File: config.mk
export PLATFORM = sky130hd
export DESIGN_NAME = usb_io_led
export DESIGN_NICKNAME = d
export VERILOG_FILES = /design/src/rtl/usb_io_led.sv
export SDC_FILE = /design/constraint.sdc
export NUM_CORES = 1
export LEC_CHECK = 0
export BUFFER_PORTS_ARGS = -buffer_cell sky130_fd_sc_hd__buf_2
export CAP_MARGIN = 20
export CORE_UTILIZATION = 40
export CTS_CLUSTER_DIAMETER = 200
export CTS_CLUSTER_SIZE = 24
export DETAILED_ROUTE_END_ITERATION = 10
export PLACE_DENSITY = 0.54
export SETUP_SLACK_MARGIN = 0.3
export SLEW_MARGIN = 20
export SYNTH_ARGS = -nofsm -noshare
export SYNTH_HDL_FRONTEND = slang
export SYNTH_SLANG_ARGS = --single-unit
File: constraint.sdc
create_clock -name clk -period 2 [get_ports clk]
set_input_delay 0.1 -clock clk [delete_from_list [all_inputs] [get_ports clk]]
set_output_delay 0.1 -clock clk [all_outputs]
set_load 0.02 [all_outputs]
File: src/rtl/usb_io_led.sv
// Board I/O demo controller: four synchronized switch inputs drive four LEDs
// through one of several functions chosen by a 4-bit mode bus.
module usb_io_led #(
  parameter int PRESCALE    = 4,
  parameter int SYNC_STAGES = 2
) (
  input  logic       clk,
  input  logic       reset,
  input  logic [3:0] IO_mode,
  input  logic [3:0] IO_input,
  output logic [3:0] LED
);

  localparam int PW = (PRESCALE > 1) ? $clog2(PRESCALE) : 1;
  localparam int SW = SYNC_STAGES * 4;

  logic [SW-1:0] sync_r;
  logic [3:0]    prev_r;
  logic [3:0]    mode_q_r;
  logic [PW-1:0] presc_r;
  logic [3:0]    cnt_r;
  logic [3:0]    shreg_r;
  logic [3:0]    tog_r;
  logic [3:0]    ring_r;
  logic [3:0]    led_r;

  logic [3:0]    s_s;
  logic [3:0]    rise_s;
  logic          tick_s;
  logic          mode_chg_s;
  logic [3:0]    rot_s;
  logic [PW-1:0] presc_nxt_s;
  logic [3:0]    cnt_nxt_s;
  logic [3:0]    shreg_nxt_s;
  logic [3:0]    tog_nxt_s;
  logic [3:0]    ring_nxt_s;
  logic [3:0]    led_nxt_s;

  function automatic logic parity4(input logic [3:0] v);
    return ^v;
  endfunction

  assign s_s        = sync_r[SW-1 -: 4];
  assign rise_s     = s_s & ~prev_r;
  assign tick_s     = (presc_r == PW'(PRESCALE - 1));
  assign mode_chg_s = (IO_mode != mode_q_r);
  assign LED        = led_r;

  // Next-state and LED function selection
  always_comb begin
    presc_nxt_s = tick_s ? '0 : presc_r + PW'(1);
    cnt_nxt_s   = cnt_r;
    shreg_nxt_s = shreg_r;
    tog_nxt_s   = tog_r;
    ring_nxt_s  = ring_r;
    led_nxt_s   = 4'b0000;
    rot_s       = ring_r;
    if (mode_chg_s) begin
      presc_nxt_s = '0;
      cnt_nxt_s   = 4'd0;
      shreg_nxt_s = 4'b0000;
      tog_nxt_s   = 4'b0000;
      ring_nxt_s  = 4'b0001;
      led_nxt_s   = 4'b0000;
    end else if (!mode_q_r[3]) begin
      led_nxt_s = 4'b0000;
    end else begin
      case (mode_q_r[2:0])
        3'b000: led_nxt_s = s_s;
        3'b001: begin
          if (rise_s[0]) begin
            cnt_nxt_s = cnt_r + 4'd1;
          end else begin
            cnt_nxt_s = cnt_r;
          end
          led_nxt_s = cnt_nxt_s;
        end
        3'b010: begin
          if (rise_s[0]) begin
            shreg_nxt_s = {shreg_r[2:0], s_s[1]};
          end else begin
            shreg_nxt_s = shreg_r;
          end
          led_nxt_s = shreg_nxt_s;
        end
        3'b011: led_nxt_s = ~s_s;
        3'b100: begin
          if (tick_s) begin
            cnt_nxt_s = cnt_r + 4'd1;
          end else begin
            cnt_nxt_s = cnt_r;
          end
          led_nxt_s = cnt_r;
        end
        3'b101: begin
          tog_nxt_s = tog_r ^ rise_s;
          led_nxt_s = tog_nxt_s;
        end
        3'b110: led_nxt_s = {3'b000, parity4(s_s)};
        3'b111: begin
          // s[0] picks direction; an all-zero ring is forced back to a single lit LED
          if (tick_s) begin
            rot_s = s_s[0] ? {ring_r[0], ring_r[3:1]} : {ring_r[2:0], ring_r[3]};
          end else begin
            rot_s = ring_r;
          end
          ring_nxt_s = (rot_s == 4'b0000) ? 4'b0001 : rot_s;
          led_nxt_s  = ring_r;
        end
        default: led_nxt_s = 4'b0000;
      endcase
    end
  end

  // State registers with synchronous active-low clear
  always_ff @(posedge clk) begin
    if (!reset) begin
      sync_r   <= '0;
      prev_r   <= 4'b0000;
      mode_q_r <= 4'b0000;
      presc_r  <= '0;
      cnt_r    <= 4'd0;
      shreg_r  <= 4'b0000;
      tog_r    <= 4'b0000;
      ring_r   <= 4'b0001;
      led_r    <= 4'b0000;
    end else begin
      sync_r   <= {sync_r[SW-5:0], IO_input};
      prev_r   <= s_s;
      mode_q_r <= IO_mode;
      presc_r  <= presc_nxt_s;
      cnt_r    <= cnt_nxt_s;
      shreg_r  <= shreg_nxt_s;
      tog_r    <= tog_nxt_s;
      ring_r   <= ring_nxt_s;
      led_r    <= led_nxt_s;
    end
  end

endmodule

==> flow_summary.json, run 1 <==
{
  "ys_seq_area_share_pct": 43.0,
  "finalHoldViolations": 0,
  "critPathLaunchType": "register",
  "root_buffer": "clkbuf_8",
  "grt_pass1_wl_um": 6200,
  "grt-ovfl-total": 0,
  "synthXorXnorAreaFrac_pct": 9.41,
  "rows": 23,
  "ys_warn_count": 0,
  "setup_viol": 0,
  "internal_power_uw": 1100,
  "wl_met3_um": 211,
  "synth_compound_area_share_pct": 12.0,
  "yosys.area_share.adder_pct": 1.41,
  "wl_met2_um": 1700,
  "critPathKind": "reg2reg",
  "hold_path.class": "in2reg",
  "ys.flop_type": "dfxtp_1",
  "ff2ff_path_depth": 6,
  "timing.slew.headroom_pct": 74.4,
  "rsz_0062_raised_after_global_routing": "true",
  "power.switching_fraction_pct": 23.4,
  "place.gp.congestion": 0.907,
  "floorplan.die.height_um": 68.5,
  "hold-worst-slack_ps": 14.0,
  "post_synth_inst_count": 196,
  "run_status": "completed",
  "route.layer.met1.wl_um": 1700,
  "initial_core_utilization_pct": 43.0,
  "netSwitchingPower_uw": 336,
  "fp.dieArea_um2": 4690,
  "clock_latency_ps": 290,
  "area_contributors_post_synth": "dfxtp_1 (43%), xnor2_1 (6.4%), and2_1 (5.7%)",
  "boundaryPins": 14,
  "fp.dieW_um": 68.5,
  "finalCritPeriodShare_pct": 80.5,
  "maxCapViolCount": 0,
  "numCtsBuffers": 5,
  "synthSimpleGateAreaFrac_pct": 24.8,
  "maximum_number_of_pins_on_one_net_before_global_route_repair": 19,
  "finalSetupTns_ps": 0,
  "post_synth.cell_area_avg_um2": 9.03,
  "synth-seq-cells": 38,
  "cts-root-to-sink-buffers": 2,
  "post_syn_nets": 208,
  "seq_power_share_pct": 55.4,
  "timing.hold.worst_path_depth": 2,
  "tritoncts": "built",
  "critical_path.max_fanout": 5,
  "required_ps": 2180,
  "detailed_place_hpwl_um": 2690,
  "wire_per_inst_um": 14.0,
  "power.share.combinational_pct": 7.1,
  "synth_top_family_by_area": "simple AND/OR/NAND/NOR gates",
  "final_max_slew_viol_count": 0,
  "yosys.area.top_type": "dfxtp_1",
  "synth.mux.area_fraction_pct": 5.80,
  "route.final.wire_length_um": 3660,
  "cts.reportedPaths.clkPinSlew_ps": 70,
  "finalClockSkew_ps": 6.60,
  "pwr-share-clk_pct": 37.5,
  "level_count_of_the_clock_h_tree": 2,
  "first_global_vias": 1318,
  "total_leakage_power_uw": 0.000735,
  "post_route_cells_drive_above_1_share_pct": 16.0,
  "peakVddDrop_mv": 0.518,
  "nets": 223,
  "synth_top_cell_area_share_pct": 43.0,
  "vias": 1412,
  "post_cts_resize_count": 1,
  "drt_first_pass_iters": 5,
  "via_per_inst": 5.39,
  "cts.sinks": 38,
  "max_stage_delay_ps": 410,
  "post_synth_num_cell_types": 44,
  "count_of_flip_flops_with_a_built_in_enable_after_synthesis": 0,
  "power_dens_cells_nw_per_um2": 726,
  "antenna_found_initial": 0,
  "synth_area_um2": 1770,
  "highest_layer": "met4",
  "critPathArrivalTime_ps": 1790,
  "timing.fmax_mhz": 621,
  "route.antenna.remaining_nets": 0,
  "cp_slowest_cell": "a211oi_2",
  "drt_drc_violations_left": 0,
  "area_inside_the_core_boundary_um2": 4120,
  "cp_cell_sequence": "ha_1 -> nand3b_1 -> a211oi_2 -> nand4_1 -> xor2_1 -> nor2_2",
  "grt.total_usage_pct": 18.4,
  "post-cts-setup-buffer-count": 0,
  "placement.io_buffers": 13,
  "type_of_element_capturing_the_critical_path": "register",
  "synth_async_sr_flop_share_pct": 0,
  "first_drt_iteration_drcs": 126,
  "antenna_cells_inserted": 0,
  "area.growth.synth_to_final_pct": 11.6,
  "max_slew.worst_pin.slew_ps": 383,
  "cts_hold_buffers": 0,
  "min_period_ps": 1610
}
power groups by stage:
stage	Clock (µW)	Combinational (µW)	Sequential, µW
2_1_floorplan	0	85.1	797
3_3_place_gp	0	101	810
3_5_place_dp	0	102	810
4_1_cts	562	102	792
5_1_grt	595	114	796
6_report	538	102	793
sequential cells by signal, summed over array words and instances (netlist names):
register,count
ring_r,4
shreg_r,4
mode_q_r,4
prev_r,4
LED,4
presc_r,2
cnt_r,4
sync_r,8
tog_r,4
cell families after synthesis:
family / after synthesis
DFF: 38
adders and majority gates: 2
xor gates and xnor gates: 19
buffers and inverters: 12
AOI/OAI and AO/OA: 30
and+or+nand+nor: 85
muxes: 10
per-stage QoR:
stage          worst slack (ps)  utilization, %  instance area, µm²  power, µW  cells
3_3_place_gp                340            45.6                1880        911    254
2_1_floorplan               573               -                1770        883    196
3_5_place_dp                310            45.6                1880        912    254
6_report                    391            48.0                1970       1430    262
5_1_grt                     290            48.0                1970       1500    262
4_1_cts                     303            47.9                1970       1460    262
cells in the final DEF (no fill, tap or decap), types with 2 or more instances in the layout:
| cell | netlist | routed |
|---|---|---|
| a211oi_1 | 2 | 2 |
| o21ai_0 | 4 | 4 |
| inv_2 | 2 | 2 |
| buf_4 | 1 | 4 |
| xor2_1 | 6 | 6 |
| nor2_1 | 19 | 19 |
| nor2b_1 | 4 | 4 |
| nand2_1 | 17 | 17 |
| ha_1 | 2 | 2 |
| dfxtp_2 | 0 | 3 |
| buf_2 | 5 | 13 |
| mux2i_1 | 8 | 8 |
| nand3_1 | 7 | 7 |
| a21oi_1 | 8 | 8 |
| nand4_1 | 3 | 3 |
| nor3_1 | 3 | 3 |
| nor4_1 | 2 | 2 |
| and3_1 | 6 | 6 |
| o22ai_1 | 2 | 2 |
| or3_1 | 2 | 2 |
| and2_1 | 16 | 16 |
| o211ai_1 | 2 | 2 |
| mux2_1 | 2 | 2 |
| xnor2_1 | 13 | 13 |
| a211oi_2 | 2 | 2 |
| clkbuf_8 | 0 | 6 |
| dfxtp_1 | 38 | 35 |
cell type report:
class                   instances  area (µm²)
flip-flops and latches         38         764
inverters                       3        11.3
multi-input cells             146         946
clock buffers                   6        82.6
well taps                      50        62.6
repair buffers                 17        95.1
fillers                       413        2140
clock inverters                 2        12.5
synthesized netlist by cell type, types with 2 or more instances:
cell type / number
a211oi_1: 2
a211oi_2: 2
a21oi_1: 8
and2_1: 16
and3_1: 6
buf_2: 5
clkbuf_1: 2
dfxtp_1: 38
ha_1: 2
inv_2: 2
mux2_1: 2
mux2i_1: 8
nand2_1: 17
nand3_1: 7
nand4_1: 3
nor2_1: 19
nor2b_1: 4
nor3_1: 3
nor4_1: 2
o211ai_1: 2
o21ai_0: 4
o22ai_1: 2
or3_1: 2
xnor2_1: 13
xor2_1: 6
metal layers:
layer  vias to the layer above  track usage, %
li1                        708               -
met1                       657            23.5
met2                        41            28.8
met3                         6            6.25
met4                         0            6.51
met5                         -               0
worst max-delay path, delay by kind of cell, from the launching register on:
| kind | cells | cell delay, ps |
|---|---|---|
| AOI/OAI and AO/OA | 1 | 410 |
| DFF | 1 | 330 |
| and+or+nand+nor | 3 | 320 |
| adders and majority gates | 1 | 270 |
| xor gates and xnor gates | 1 | 180 |
path summary, 6_finish.rpt:
check | startpoint | endpoint | slack [ps]
max | presc_r[0] | cnt_r[3] | 390
min | IO_input[1] | sync_r[1] | 10
max reg2reg | presc_r[0] | cnt_r[3] | 390
min reg2reg | presc_r[0] | presc_r[0] | 430
No activity file was read; power rests on OpenSTA's default activity.
==> inputs of run 2 (changes only) <==
PLACE_DENSITY = 0.56   (was 0.54)
clock period = 1.4 ns   (was 2 ns; I/O delays follow)
==> run 2 against run 1 <==
The flow now finishes with violations (setup timing). Sequential share of layout area decreased by 5.4 points. First-iteration DRC count decreased by 27%. Sequential power increased by 41%. Maximum frequency increased by 15%. Clock skew increased by 1.2 ps. Highest routed layer unchanged. Clock power increased by 44%. Critical path depth decreased by 1.
==> flow_summary.json, run 2 (synthesized netlist as in run 1, its figures left out) <==
{
  "peakVddDrop_mv": 0.617,
  "first_drt_iteration_drcs": 92,
  "max_slew.worst_pin.slew_ps": 326,
  "grt-ovfl-total": 0,
  "critPathArrivalTime_ps": 1620,
  "final_max_slew_viol_count": 0,
  "finalCritPeriodShare_pct": 100,
  "mostFrequentLayoutCells": "dfxtp_1 (30), buf_4 (20), nor2_1 (18)",
  "power_dens_cells_nw_per_um2": 907,
  "placement.io_buffers": 13,
  "nets": 247,
  "critPathKind": "reg2reg",
  "setup_viol": 2,
  "seq_power_share_pct": 53.0,
  "pwr-share-clk_pct": 36.6,
  "type_of_element_capturing_the_critical_path": "register",
  "route.final.wire_length_um": 4070,
  "tritoncts": "built",
  "wire_per_inst_um": 14.2,
  "maxCapViolCount": 0,
  "cts.reportedPaths.clkPinSlew_ps": 70,
  "critPathLaunchType": "register",
  "finalSetupTns_ps": -5.33,
  "required_ps": 1620,
  "area.growth.synth_to_final_pct": 32.0,
  "cts.sinks": 38,
  "rsz_0062_raised_after_global_routing": "true",
  "failed_checks": "setup timing",
  "timing.fmax_mhz": 713,
  "maximum_number_of_pins_on_one_net_before_global_route_repair": 19,
  "floorplan.die.height_um": 68.5,
  "layout_commonest_cell": "dfxtp_1",
  "power.share.combinational_pct": 10.4,
  "route.antenna.remaining_nets": 0,
  "rows": 23,
  "internal_power_uw": 1610,
  "dpl_cell_area_um2": 2070,
  "critical_path.max_fanout": 4,
  "power.switching_fraction_pct": 24.1,
  "fp.dieW_um": 68.5,
  "hold_path.class": "in2reg",
  "cts-root-to-sink-buffers": 2,
  "vias": 1507,
  "detailed_place_hpwl_um": 2980,
  "grt_pass1_wl_um": 6870,
  "setup_slack_ps": -3.23,
  "post_route_cells_drive_above_1_share_pct": 35.2,
  "finalClockSkew_ps": 7.85,
  "seq_area_um2": 778,
  "largest_register": "sync_r",
  "fp.dieArea_um2": 4690,
  "numCtsBuffers": 5,
  "timing.slew.headroom_pct": 78.0,
  "total_leakage_power_uw": 0.000873,
  "antenna_cells_inserted": 0,
  "first_global_vias": 1501,
  "area_inside_the_core_boundary_um2": 4120,
  "level_count_of_the_clock_h_tree": 2,
  "grt.total_usage_pct": 20.1,
  "run_status": "finished, violations left",
  "root_buffer": "clkbuf_8",
  "final_instance_area_um2": 2330,
  "clock_latency_ps": 290,
  "finalHoldViolations": 0,
  "netSwitchingPower_uw": 511,
  "initial_core_utilization_pct": 43.0,
  "final_util_pct": 56.7,
  "final.fill_count": 384,
  "min_period_ps": 1400,
  "antenna_found_initial": 0,
  "drt_drc_violations_left": 0,
  "boundaryPins": 14,
  "multi_input_comb_area_um2": 1080,
  "via_per_inst": 5.27,
  "max_reg_flops": 8,
  "drt_first_pass_iters": 4,
  "place.gp.congestion": 0.926
}
==> run 2: final timing paths <==
kind         slack, ps  cells past startpoint         from          end
min                 20                      2   IO_mode[0]  mode_q_r[0]
max                 -3                      5  mode_q_r[2]       LED[1]
max reg2reg         -3                      5  mode_q_r[2]       LED[1]
min reg2reg        430                      1   presc_r[0]   presc_r[0]
==> run 2: critical path, cell delays in order (launching register included) <==
cell      delay (ps)
dfxtp_4          360
xor2_2           150
nor3_2           230
nand4_1          250
buf_4            220
a211oi_2         130
==> run 2: power groups by stage <==
stage               clock network, µW  logic, µW  registers (µW)
floorplan                           0        138            1140
global route                      866        239            1120
global placement                    0        186            1150
finish                            776        219            1120
detailed placement                  0        187            1150
CTS                               803        215            1120
==> run 2: final cells by class <==
type | instances | share of cell area [%]
clock buffer | 6 | 3.54
clock inverter | 2 | 0.536
inverter | 3 | 0.589
multi-input combinational | 146 | 46.5
sequential | 38 | 33.3
tap | 50 | 2.68
timing repair buffer | 41 | 12.9
==> run 2: metrics by stage <==
| stage | std cells | setup slack, ps | hold slack, ps | power (µW) |
|---|---|---|---|---|
| after floorplan | 196 | 15.8 | 197 | 1280 |
| after detailed placement | 270 | -15.4 | 280 | 1340 |
| final | 286 | -3.23 | 18.3 | 2120 |
| after global placement | 270 | 4.75 | 276 | 1330 |
| after CTS | 286 | 5.34 | 5.02 | 2140 |
| after global routing | 286 | -86.3 | 8.46 | 2230 |
==> run 2: repair_timing <==
item	4_1_cts	5_1_grt
gates resized for setup	23	3
buffers inserted	4	0
hold endpoints to repair	4	0
hold buffers	4	0
endpoints found under the setup margin	22	22
pin swaps	7	6
==> run 2: metal layers <==
metal / track usage (%) / wire, µm / share of wire, % / up-vias
met3: 4.93 / 198 / 4.9 / 8
met2: 33.1 / 1920 / 47 / 31
met5: 0 / 0 / 0 / -
met1: 25.0 / 1860 / 46 / 713
li1: - / - / - / 755
met4: 8.33 / 90 / 2.2 / 0
